File: src/rtl/ram_model_pkg.sv
// Shared types and helpers for the multiport RAM model: index math,
// read-window test and the saturating out-of-range counter add.
package ram_model_pkg;

  typedef struct packed {
    logic [63:0] lo;
    logic [63:0] hi;
  } read_window_t;

  function automatic int unsigned log2_ceil(input int unsigned value);
    int unsigned result;
    result = 0;
    for (int unsigned i = 0; i < 32; i++) begin
      if ((64'd1 << i) < 64'(value)) result = i + 1;
    end
    return result;
  endfunction

  function automatic logic [63:0] word_index(input logic [63:0] byte_addr,
                                             input int unsigned data_w);
    return byte_addr >> log2_ceil(data_w / 8);
  endfunction

  // Single unsigned compare: an index below lo wraps to a huge offset.
  function automatic logic win_contains(input read_window_t win,
                                        input logic [63:0] idx);
    return (idx - win.lo) <= (win.hi - win.lo);
  endfunction

  function automatic logic [15:0] sat_add16(input logic [15:0] acc,
                                            input logic [3:0] inc);
    logic [16:0] sum;
    sum = {1'b0, acc} + {13'd0, inc};
    return sum[16] ? 16'hFFFF : sum[15:0];
  endfunction

endpackage

File: src/rtl/multiport_ram_model_read_pipe.sv
// Per-port read data delay line; reset flushes every stage to zero.
import ram_model_pkg::*;

module ram_read_pipe #(
  parameter int DATA_W  = 32,
  parameter int LATENCY = 1
) (
  input  logic              clock,
  input  logic              sync_reset,
  input  logic [DATA_W-1:0] din,
  output logic [DATA_W-1:0] dout
);

  logic [DATA_W-1:0] stage_reg [LATENCY];

  always_ff @(posedge clock) begin
    if (sync_reset) begin
      for (int s = 0; s < LATENCY; s++) stage_reg[s] <= '0;
    end else begin
      stage_reg[0] <= din;
      for (int s = 1; s < LATENCY; s++) stage_reg[s] <= stage_reg[s-1];
    end
  end

  assign dout = stage_reg[LATENCY-1];

endmodule

File: config.mk
export PLATFORM = sky130hd
export DESIGN_NAME = ram_read_pipe
export DESIGN_NICKNAME = d
export VERILOG_FILES = /design/src/rtl/ram_model_pkg.sv /design/src/rtl/multiport_ram_model_read_pipe.sv
export SDC_FILE = /design/constraint.sdc
export NUM_CORES = 1
export LEC_CHECK = 0
export ABC_AREA = 1
export BUFFER_PORTS_ARGS = -buffer_cell sky130_fd_sc_hd__buf_2
export CAP_MARGIN = 20
export CORE_MARGIN = 5
export CORE_UTILIZATION = 33
export DETAILED_ROUTE_END_ITERATION = 10
export PLACE_DENSITY_LB_ADDON = 0.08
export SLEW_MARGIN = 30
export SYNTH_ARGS = -nofsm -noshare
export SYNTH_HDL_FRONTEND = slang
export SYNTH_SLANG_ARGS = --single-unit
File: constraint.sdc
create_clock -name clock -period 0.8 [get_ports clock]
set_clock_uncertainty 0.05 [all_clocks]
set_input_delay 0.08 -clock clock [delete_from_list [all_inputs] [get_ports clock]]
set_output_delay 0.08 -clock clock [all_outputs]
set_load 0.02 [all_outputs]
# After elaboration in Yosys (flattened, before gate mapping)
# Memories as Yosys holds them, arrays and structs flattened.
# Cells that the tools add are included.
# W data, S select, Z words.
# word_totals
reg_bits	0
latchBits	0
ramBits	32
rom_bits	0
in_bits	34
out_inout_bits	32
wordCells	7
memories	1
# op_classes
addsub	0
n_mul	0
div_mod_pow	0
order_cmp	0
eq_ne	0
shift	0
n_mux	5
n_bitwise	0
n_reduce_logical	1
# memory_table
name	depth	word_bits	rd	rd_ports_with_merged_regs	wr	line_no	text
stage_reg	1	32	1	0	1	multiport_ram_model_read_pipe.sv:14	logic [DATA_W-1:0] stage_reg [LATENCY];
# op_table
cell	n
$mux W32	1
$reduce_or A32 Y1	1
$mux W1	4

# Longest topological paths before layout
# logic_depth
word_depth	3
depth_mapped	2
ltp_nobuf	2

# Least setup slack after synthesis
# OpenSTA, ideal clock, no wires.
# synth_timing
path_kind	flip-flop to output port
startpoint	memory stage_reg[0][0]
endpoint	output dout[0]
arrival_time_ns	0.395
t_required_ns	0.670
slack_ns	0.275
stages_incl_launch_ff	1
path_buffers	0
path_cell_list	dfxtp_1
# synth_via
elab_chain_cells	1
# synth_rtl
item	line_no	text
start: declaration	multiport_ram_model_read_pipe.sv:14	
$mem_v2 Z1 W32	n/a	
end: declaration	multiport_ram_model_read_pipe.sv:11	output logic [DATA_W-1:0] dout
# Every way passes these cells.

# Final worst setup path
# layout_timing
startpoint	memory stage_reg[0][16]
endpoint	output dout[16]
# Same word-level chain as after synthesis.

==> impl_metrics.py <==
metrics = {
    "run_status": {
        "status": "complete, but fails checks",
        "violations": "setup timing",
    },
    "placed_design": {
        "dp_cells": 193,
        "io_buffer_count": 65,
        "place.gp.congestion": 0.657,
        "place_ws_ns": 0.195,
        "hpwl_mm": 1.39,
    },
    "cts": {
        "cts_tree": "done",
        "clk_pin_slew_ns": 0.10,
        "post_cts.repair.setup_buffers": 0,
        "htreeDepth": 2,
        "clkSinkCount": 32,
        "cts-buffers-inserted": 5,
        "ctsRootBufferMaster": "clkbuf_4",
        "cts_buffer_depth": 2,
    },
    "yosys": {
        "yosys-top-cells-count": "dfxtp_1 (32), inv_1 (32), nor2_1 (32), buf_6 (3)",
        "synth.top_cell.area_share_pct": 70.0,
        "yosys.area.top_type": "dfxtp_1",
        "avgSynthCellArea_um2": 9.24,
        "synthFlopType": "dfxtp_1",
        "synth.distinct_cells": 4,
        "synthArstFlopShare_pct": 0,
        "ys_seq_area_share_pct": 70.0,
        "yosysWarningCount": 0,
        "post_synth_inst_count": 99,
        "syn-num-nets": 133,
        "netlist_area_um2": 915,
        "synth_area_leaders": "dfxtp_1 (70%), inv_1 (13%), nor2_1 (13%)",
        "synth_edf_count": 0,
        "synth_seq_cells": 32,
    },
    "grt": {
        "grt_pass1_wl_mm": 4.41,
        "grt_usage_pct": 14.8,
        "antenna_found_initial": 0,
        "grt_overflow": 0,
        "grt_pass1_vias": 942,
        "grt_max_degree": 33,
    },
    "floorplanning": {
        "die_w_um": 62.6,
        "coreArea_mm2": 0.00271,
        "die_area_mm2": 0.00392,
        "die_h_um": 62.6,
        "io_pins": 66,
        "start_util_pct": 33.7,
        "floorplan.rows": 19,
    },
    "routing": {
        "wl_per_cell_um": 11.3,
        "top_layer": "met4",
        "drc_errors": 0,
        "wirelength_mm": 2.64,
        "wl_met1_um": 856,
        "vias_per_cell": 3.93,
        "dr_wl_met3_um": 265,
        "routed-wl-met2_mm": 1.47,
        "drt_iter0_drc": 17,
        "ant_nets": 0,
        "firstDrtPassIters": 4,
        "vias": 916,
    },
    "flow_run": {
        "cap_violations": 0,
    },
    "worst_setup_path": {
        "crit_required_ns": 0.67,
        "end_kind": "primary output",
        "crit_type": "register to primary output",
        "crit_path_start_kind": "register",
        "crit_buf_inv": 1,
        "critical-path-top-delay-family": "flip-flops",
        "cp_data_arrival_time_ns": 0.77,
        "cpPeakStageDelay_ns": 0.33,
        "critPathMaxFanout": 1,
        "path_depth": 1,
        "crit_chain": "buf_6",
        "crit_path_top_delay_cell": "dfxtp_2",
        "critPathLaunch": "stage_reg[0][16]",
    },
    "timing": {
        "slew-limit-headroom_pct": 90.7,
        "drv_slew": 0,
        "holdWs_ns": 0.0662,
        "worst_pin_slew_ns": 0.139,
        "min_period_over_period_pct": 113,
        "period_minus_slack_ns": 0.903,
        "finalHoldViolCount": 0,
        "rsz0062_at_grt": "true",
        "fmaxAchievable_mhz": 1110,
        "worst_slack_ns": -0.103,
        "setup_violations": 32,
    },
    "layout": {
        "register_area_um2": 681,
        "largest_reg_flops": 32,
        "nFillCells": 201,
        "layoutNonFillerInstCount": 233,
        "antennaDiodeCount": 0,
        "final_util_pct": 69.5,
        "multi_input_area_um2": 120,
        "fin_nets": 235,
        "drive_gt1_share_pct": 51.5,
        "syn2layout_area_growth_pct": 106,
    },
    "pwr": {
        "power_leakage_nw": 1.01,
        "ir_drop_uv": 1540,
        "total_power_w": 0.00327,
        "p_per_area_mw_per_mm2": 1730,
    },
    "worst_hold_path": {
        "min_path_cells": 3,
        "min-delay-start": "sync_reset",
        "hp-class": "primary input to register",
    },
}
-- area by class of cell --
class | count | share of cell area [%]
sequential | 32 | 36.1
clock buffer | 8 | 3.12
timing repair buffer | 98 | 45.9
inverter | 32 | 6.37
tap | 31 | 2.06
multi-input combinational | 32 | 6.37
-- per-stage QoR --
stage                     TNS [ns]  area [µm²]
after floorplan                  0         915
after global placement           0        1260
after detailed placement         0        1260
after CTS                    -3.52        1880
after global routing         -4.35        1880
final                        -3.01        1880
-- report_power, final --
part	internal (W)	total (W)	switching (W)
Clock	0.000433	0.000934	0.000501
Sequential	0.00169	0.00173	0.0000394
Combinational	0.000352	0.000600	0.000249
Total	0.00248	0.00327	0.000789
-- layout by cell type, fill, tap and decap left out --
cell           Yosys  layout
buf_2              0      33
inv_1             32      32
nor2_1            32      32
dlygate4sd3_1      0      32
buf_6              3      32
dfxtp_2            0      32
clkbuf_4           0       5
clkbuf_1           0       2
clkbuf_8           0       1
buf_12             0       1
-- cell families after synthesis --
group,Yosys count,synth area share (%)
buf+inv,35,16.8
flops,32,70.0
simple gates,32,13.1
-- path summary, 6_finish.rpt --
path	endpoint
hold / removal	stage_reg[0][14]
setup / recovery	dout[16]
-- routing by layer --
layer	track usage, %	vias to the layer above
met5	0	-
met3	6.65	6
met4	7.96	0
li1	-	469
met2	27.7	44
met1	12.8	397
-- timing repair --
| action | 4_1_cts | 5_1_grt |
|---|---|---|
| gates resized for setup | 96 | 0 |
| hold buffers | 32 | 0 |
| setup endpoints to repair | 32 | 32 |
| hold endpoints to repair | 32 | 0 |
No activity file was read; power rests on OpenSTA's default activity.
